==> config.mk <==
export PLATFORM = sky130hd
export DESIGN_NAME = word_receiver_flat
export DESIGN_NICKNAME = d
export VERILOG_FILES = /design/src/rtl/word_receiver_pkg.sv /design/src/rtl/word_receiver_if.sv /design/src/rtl/word_receiver_bit_sync.sv /design/src/rtl/word_receiver.sv /design/src/flat_wrapper.sv
export SDC_FILE = /design/constraint.sdc
export NUM_CORES = 1
export LEC_CHECK = 0
export CAP_MARGIN = 20
export CELL_PAD_IN_SITES_DETAIL_PLACEMENT = 0
export CELL_PAD_IN_SITES_GLOBAL_PLACEMENT = 1
export CORE_MARGIN = 2
export CORE_UTILIZATION = 44
export DETAILED_ROUTE_END_ITERATION = 7
export GPL_ROUTABILITY_DRIVEN = 0
export PLACE_DENSITY_LB_ADDON = 0.1
export SLEW_MARGIN = 30
export SYNTH_ARGS = -nofsm -noshare
export SYNTH_HDL_FRONTEND = slang
export SYNTH_SLANG_ARGS = --single-unit
==> constraint.sdc <==
create_clock -name clk -period 2.4 [get_ports clk]
set_input_delay 0.48 -clock clk [delete_from_list [all_inputs] [get_ports clk]]
set_output_delay 0.48 -clock clk [all_outputs]
set_load 0.1 [all_outputs]
==> src/rtl/word_receiver_pkg.sv <==
// word_receiver_pkg
//   Shared defaults for the bootloader word receiver, plus a width helper
//   used to size its internal counters.
package word_receiver_pkg;

  localparam int DEF_WORD_W         = 32;
  localparam int DEF_ADDR_W         = 12;
  localparam int DEF_SYNC_STAGES    = 2;
  localparam int DEF_TIMEOUT_CYCLES = 65536;

  // Bits needed to count 0..n-1. Never returns less than 1, so a degenerate
  // n (0 or 1) still yields a legal vector width.
  function automatic int cnt_width(input int n);
    return (n > 1) ? $clog2(n) : 1;
  endfunction

endpackage

==> src/rtl/word_receiver_if.sv <==
// word_receiver_if
//   Groups the bootloader link pins and the memory write port.
//   master : host/memory side (drives dataOnPin/dataPin, sees out/addr/ready)
//   slave  : the receiver (samples the link, produces out/addr/ready)
//   dataOnPin : serial strobe, one bit per rising edge (async to clk)
//   dataPin   : serial data bit (async to clk)
//   out       : last completed word
//   addr      : word address of out
//   ready     : one-cycle write strobe for out/addr
interface word_receiver_if #(
  parameter int WORD_W = 32,
  parameter int ADDR_W = 12
);
  logic              dataOnPin;
  logic              dataPin;
  logic [WORD_W-1:0] out;
  logic [ADDR_W-1:0] addr;
  logic              ready;

  modport master (output dataOnPin, output dataPin,
                  input  out, input addr, input ready);
  modport slave  (input  dataOnPin, input dataPin,
                  output out, output addr, output ready);
endinterface

==> src/rtl/word_receiver_bit_sync.sv <==
// bit_sync
//   N-stage flip-flop synchronizer for a single asynchronous input.
//   clk   : destination clock
//   reset : async active-low, clears every stage
//   d     : asynchronous input
//   q     : synchronized output, STAGES clk cycles behind d
module bit_sync #(
  parameter int STAGES = 2
) (
  input  logic clk,
  input  logic reset,
  input  logic d,
  output logic q
);

  logic [STAGES-1:0] ff;

  always_ff @(posedge clk or negedge reset) begin
    if (!reset) ff <= '0;
    else        ff <= {ff[STAGES-2:0], d};
  end

  assign q = ff[STAGES-1];

endmodule

==> src/rtl/word_receiver.sv <==
// word_receiver
//   Bootloader serial-to-parallel receiver. Collects WORD_W bits (LSB first)
//   from a host strobe/data link and presents each finished word to memory
//   with a one-cycle ready pulse and an auto-incrementing word address.
//   clk   : system clock
//   reset : async active-low reset
//   bus   : link pins in, memory write port out (slave modport)
//   A partial word is dropped if no strobe arrives for TIMEOUT_CYCLES clk
//   cycles (0 disables this).
module word_receiver
  import word_receiver_pkg::*;
#(
  parameter int WORD_W         = DEF_WORD_W,
  parameter int ADDR_W         = DEF_ADDR_W,
  parameter int SYNC_STAGES    = DEF_SYNC_STAGES,
  parameter int TIMEOUT_CYCLES = DEF_TIMEOUT_CYCLES
) (
  input  logic           clk,
  input  logic           reset,
  word_receiver_if.slave bus
);

  localparam int CNT_W = cnt_width(WORD_W);
  localparam int TO_W  = cnt_width(TIMEOUT_CYCLES);
  localparam logic [CNT_W-1:0] CNT_LAST = CNT_W'(WORD_W - 1);
  localparam logic [TO_W-1:0]  TO_LAST  =
    (TIMEOUT_CYCLES > 0) ? TO_W'(TIMEOUT_CYCLES - 1) : '0;

  // Strobe and data share one stage count so a bit is stable in the synced
  // domain by the time its strobe edge shows up there.
  logic strobe_s, data_s, strobe_d;

  bit_sync #(.STAGES(SYNC_STAGES)) u_sync_strobe (
    .clk(clk), .reset(reset), .d(bus.dataOnPin), .q(strobe_s));

  bit_sync #(.STAGES(SYNC_STAGES)) u_sync_data (
    .clk(clk), .reset(reset), .d(bus.dataPin), .q(data_s));

  always_ff @(posedge clk or negedge reset) begin
    if (!reset) strobe_d <= 1'b0;
    else        strobe_d <= strobe_s;
  end

  logic strobe_edge;
  assign strobe_edge = strobe_s & ~strobe_d;

  logic [WORD_W-1:0] shreg;
  logic [CNT_W-1:0]  bitcnt;
  logic [TO_W-1:0]   to_cnt;
  logic              word_done;

  // Right shift: after WORD_W captures the first bit sits in bit 0.
  always_ff @(posedge clk or negedge reset) begin
    if (!reset) begin
      shreg     <= '0;
      bitcnt    <= '0;
      to_cnt    <= '0;
      word_done <= 1'b0;
    end else begin
      word_done <= 1'b0;
      if (strobe_edge) begin
        shreg  <= {data_s, shreg[WORD_W-1:1]};
        to_cnt <= '0;
        if (bitcnt == CNT_LAST) begin
          bitcnt    <= '0;
          word_done <= 1'b1;
        end else begin
          bitcnt <= bitcnt + 1'b1;
        end
      end else if ((TIMEOUT_CYCLES > 0) && (bitcnt != '0)) begin
        // Host went quiet mid-word: drop the partial word.
        if (to_cnt == TO_LAST) begin
          bitcnt <= '0;
          shreg  <= '0;
          to_cnt <= '0;
        end else begin
          to_cnt <= to_cnt + 1'b1;
        end
      end else begin
        to_cnt <= '0;
      end
    end
  end

  logic [WORD_W-1:0] out_q;
  logic [ADDR_W-1:0] addr_q;
  logic              ready_q;

  // addr advances after the pulse so it is stable while ready is high and
  // then already names the next word's slot.
  always_ff @(posedge clk or negedge reset) begin
    if (!reset) begin
      out_q   <= '0;
      addr_q  <= '0;
      ready_q <= 1'b0;
    end else begin
      ready_q <= word_done;
      if (word_done) out_q  <= shreg;
      if (ready_q)   addr_q <= addr_q + 1'b1;
    end
  end

  assign bus.out   = out_q;
  assign bus.addr  = addr_q;
  assign bus.ready = ready_q;

endmodule

==> src/flat_wrapper.sv <==
// flat-port wrapper written by rule: the top's interface ports become plain ports
module word_receiver_flat import word_receiver_pkg::*;
#(
  parameter int WORD_W         = DEF_WORD_W,
  parameter int ADDR_W         = DEF_ADDR_W,
  parameter int SYNC_STAGES    = DEF_SYNC_STAGES,
  parameter int TIMEOUT_CYCLES = DEF_TIMEOUT_CYCLES
)
  (clk, reset, bus_dataOnPin, bus_dataPin, bus_out, bus_addr, bus_ready);
  word_receiver_if #(.WORD_W(WORD_W), .ADDR_W(ADDR_W)) bus_i ();
  input  logic clk;
  input  logic reset;
  input wire logic [$bits(bus_i.dataOnPin)-1:0] bus_dataOnPin;
  input wire logic [$bits(bus_i.dataPin)-1:0] bus_dataPin;
  output wire logic [$bits(bus_i.out)-1:0] bus_out;
  output wire logic [$bits(bus_i.addr)-1:0] bus_addr;
  output wire logic [$bits(bus_i.ready)-1:0] bus_ready;
  assign bus_i.dataOnPin = bus_dataOnPin;
  assign bus_i.dataPin = bus_dataPin;
  assign bus_out = bus_i.out;
  assign bus_addr = bus_i.addr;
  assign bus_ready = bus_i.ready;
  word_receiver #(.WORD_W(WORD_W), .ADDR_W(ADDR_W), .SYNC_STAGES(SYNC_STAGES), .TIMEOUT_CYCLES(TIMEOUT_CYCLES)) u_core (.clk(clk), .reset(reset), .bus(bus_i));
endmodule
==> impl_metrics.yaml <==
outcome:
  status: "finished, final reports clean"
global_route:
  antenna_found_initial: 0
  grt_pass1_wl_um: 12400
  grt_usage_pct: 15.2
  grt_max_degree: 105
  first_global_vias: 2601
  grt_overflow: 0
route:
  vias: 2719
  drt-total-wl_um: 7120
  drc: 0
  first_pass_iters: 4
  ant_nets: 0
  drt-initial-drc-count: 106
  vias_per_cell: 4.95
  wl_per_cell_um: 13.0
clock_tree:
  htree_levels: 3
  clockRootBuffer: "clkbuf_8"
  insertion_delay_ns: 0.36
  cts_tree: "yes"
  cts_sinks: 104
  post_cts_resized: 0
  cts_buffer_depth: 2
  post_cts_buffers: 0
  hold_buffers: 0
  path_clk_slew_ns: 0.10
  cts_buffers: 9
worst_setup_path:
  critPathLaunchType: "register"
  cp_num_buf_inv: 1
  cp_max_fo: 25
  regToRegEndpoint: "u_core.shreg[20]"
  arrival_ns: 2.24
  path_class: "reg2reg"
  critPathMaxStageDelay_ns: 0.58
  cpMaxStageDelayCell: "or4_4"
  rrSetupSlack_ns: 0.39
  crit_required_ns: 2.63
  crit_chain: "ha_1 > nand4_2 > or4_4 > nor2_4 > buf_4 > a21oi_1"
  critical_path.top_delay_family: "simple AND/OR/NAND/NOR gates"
  endpoint_kind: "register"
  worst_r2r_path_depth: 6
  reg2reg_from: "u_core.to_cnt[0]"
timing:
  setup_viol_count_final: 0
  max_freq_mhz: 498
  rsz0062_at_grt: "false"
  setup-tns-final_ns: 0
  hold_violations: 0
  fin_skew_ns: 0.00976
  min_period_over_period_pct: 83.7
  layout_min_cycle_time_ns: 2.01
  relSlewSlack_pct: 59.6
  slew_violations: 0
  tightest_slew_ns: 0.600
synth:
  synth_top_area_share_pct: 61.6
  synth.area.top_cells: "dfrtp_1, mux2_2, nand2_1"
  synth-simple-area-share_pct: 15.0
  ys_warn_count: 0
  synth_top_cell_by_area: "dfrtp_1"
  synth_cell_types: 36
  synth_top_family_by_area: "simple AND/OR/NAND/NOR gates"
  ys_ff_latch: 104
  synthMuxAreaShare_pct: 8.79
  synth_nets: 375
  syn_inst: 366
  synthAdderAreaFrac_pct: 1.48
  synth_area_per_cell_um2: 11.5
  ys_seq_area_share_pct: 61.6
  synth_compound_area_share_pct: 5.48
  synth-xor-area-share_pct: 5.18
  syn-cell-area_um2: 4230
placed_design:
  post-place-cells: 533
  dp.final_hpwl_um: 4560
  portBuffers: 48
floorplanning:
  start_util_pct: 45.5
  die_x_um: 102
  io_pins: 49
  core.rowCount: 35
  die_area_um2: 10400
  design.core.area_um2: 9280
  fp.dieH_um: 102
layout:
  finalNonFillerCells: 549
  antenna_cells: 0
  area_growth_pct: 17.5
  drive_above_1_share_pct: 26.2
  nets: 424
  nFillCells: 852
power:
  power_density_nw_per_um2: 677
  power_leakage_nw: 2.38
  ir_drop_v: 0.000346
min_path:
  hold_class: "in2async"
job:
  drv_cap: 0
layout make-up:
class	count	area, µm²	area share, %
sequential	104	2600	52.4
tap	129	161	3.25
clock inverter	6	92.6	1.86
clock buffer	10	128	2.57
timing repair buffer	55	443	8.92
inverter	5	18.8	0.378
multi-input combinational	240	1520	30.6
layer usage:
layer	vias to the layer above	track usage, %	wire length [µm]
li1	1324	-	-
met4	0	5.44	82
met2	55	23.5	3280
met5	-	0	0
met3	7	4.04	310
met1	1333	20.8	3450
worst max path at each step:
| stage | from | endpoint | slack, ns | depth (start not counted) |
|---|---|---|---|---|
| global route | u_core.to_cnt[0] | u_core.shreg[20] | 0.24 | 6 |
| CTS | u_core.to_cnt[0] | u_core.shreg[20] | 0.37 | 6 |
| finish | u_core.to_cnt[0] | u_core.shreg[20] | 0.39 | 6 |
| floorplan | u_core.bus.addr[3] | u_core.bus.addr[11] | 0.46 | 4 |
| global placement | u_core.to_cnt[0] | u_core.shreg[7] | 0.46 | 6 |
| detailed placement | u_core.to_cnt[0] | u_core.shreg[7] | 0.39 | 6 |
state kept, by name, summed over array words and instances, names as in the netlist:
register	flops
u_core.bitcnt	5
u_core.u_sync_data.ff	2
u_core.bus.out	32
u_core.to_cnt	16
u_core.strobe_d	1
u_core.bus.ready	1
u_core.word_done	1
u_core.u_sync_strobe.ff	2
u_core.bus.addr	12
u_core.shreg	32
metrics by stage:
stage          hold WS, ns  total power [mW]  instance area [µm²]  utilization, %  setup WS, ns
2_1_floorplan        0.184              2.13                 4230               -         0.460
3_3_place_gp         0.333              2.23                 4740            51.1         0.463
3_5_place_dp         0.339              2.23                 4740            51.1         0.385
4_1_cts              0.182              3.43                 4960            53.5         0.369
5_1_grt              0.183              3.55                 4960            53.5         0.244
6_report             0.157              3.36                 4960            53.5         0.390
cell families after synthesis:
| logic type | Yosys count |
|---|---|
| buf+inv | 22 |
| xor+xnor | 25 |
| flops | 104 |
| simple gates | 136 |
| mux | 33 |
| fa+ha+maj | 5 |
| compound gates | 41 |
synthesized netlist by cell type, drive strengths merged:
| cell type | count |
|---|---|
| nand4 | 8 |
| nor3 | 3 |
| o21ai | 2 |
| o22ai | 2 |
| nor2 | 23 |
| or2b | 1 |
| nand2b | 3 |
| and4 | 3 |
| or4 | 1 |
| xor2 | 6 |
| and2 | 1 |
| dfrtp | 104 |
| a21o | 1 |
| or3 | 1 |
| nand3 | 8 |
| a22o | 1 |
| mux2 | 33 |
| buf | 7 |
| inv | 5 |
| and3 | 4 |
| nor4 | 4 |
| nor4b | 1 |
| o211ai | 1 |
| ha | 5 |
| xnor2 | 19 |
| o2bb2ai | 1 |
| clkbuf | 10 |
| nor2b | 1 |
| nand2 | 74 |
| a21oi | 33 |
report_power, final:
group	total (mW)	leakage, nW	internal (mW)	switching, mW
registers	1.93	1.43	1.85	0.0857
clock network	1.17	0.103	0.593	0.581
logic	0.257	0.851	0.0976	0.160
layout by cell type (no fill, tap or decap), types with 2 or more instances in the layout:
master / netlist / layout
dfrtp_1: 104 / 104
nand2_1: 74 / 74
buf_4: 0 / 51
mux2_2: 33 / 33
a21oi_1: 30 / 30
nor2_1: 22 / 22
xnor2_1: 19 / 19
clkbuf_8: 0 / 9
nand3_1: 8 / 8
nand4_1: 6 / 6
xor2_1: 6 / 6
inv_1: 5 / 5
ha_1: 5 / 5
and3_1: 4 / 4
nor4_1: 4 / 4
nand2b_1: 3 / 3
nor3_1: 3 / 3
a21oi_2: 3 / 3
nand4_2: 2 / 2
o22ai_1: 2 / 2
o21ai_0: 2 / 2
and4_1: 2 / 2
bufinv_16: 0 / 2
clkinvlp_4: 0 / 2
clkdlybuf4s50_1: 0 / 2
buf_12: 0 / 2
No activity file was read; power rests on OpenSTA's default activity.
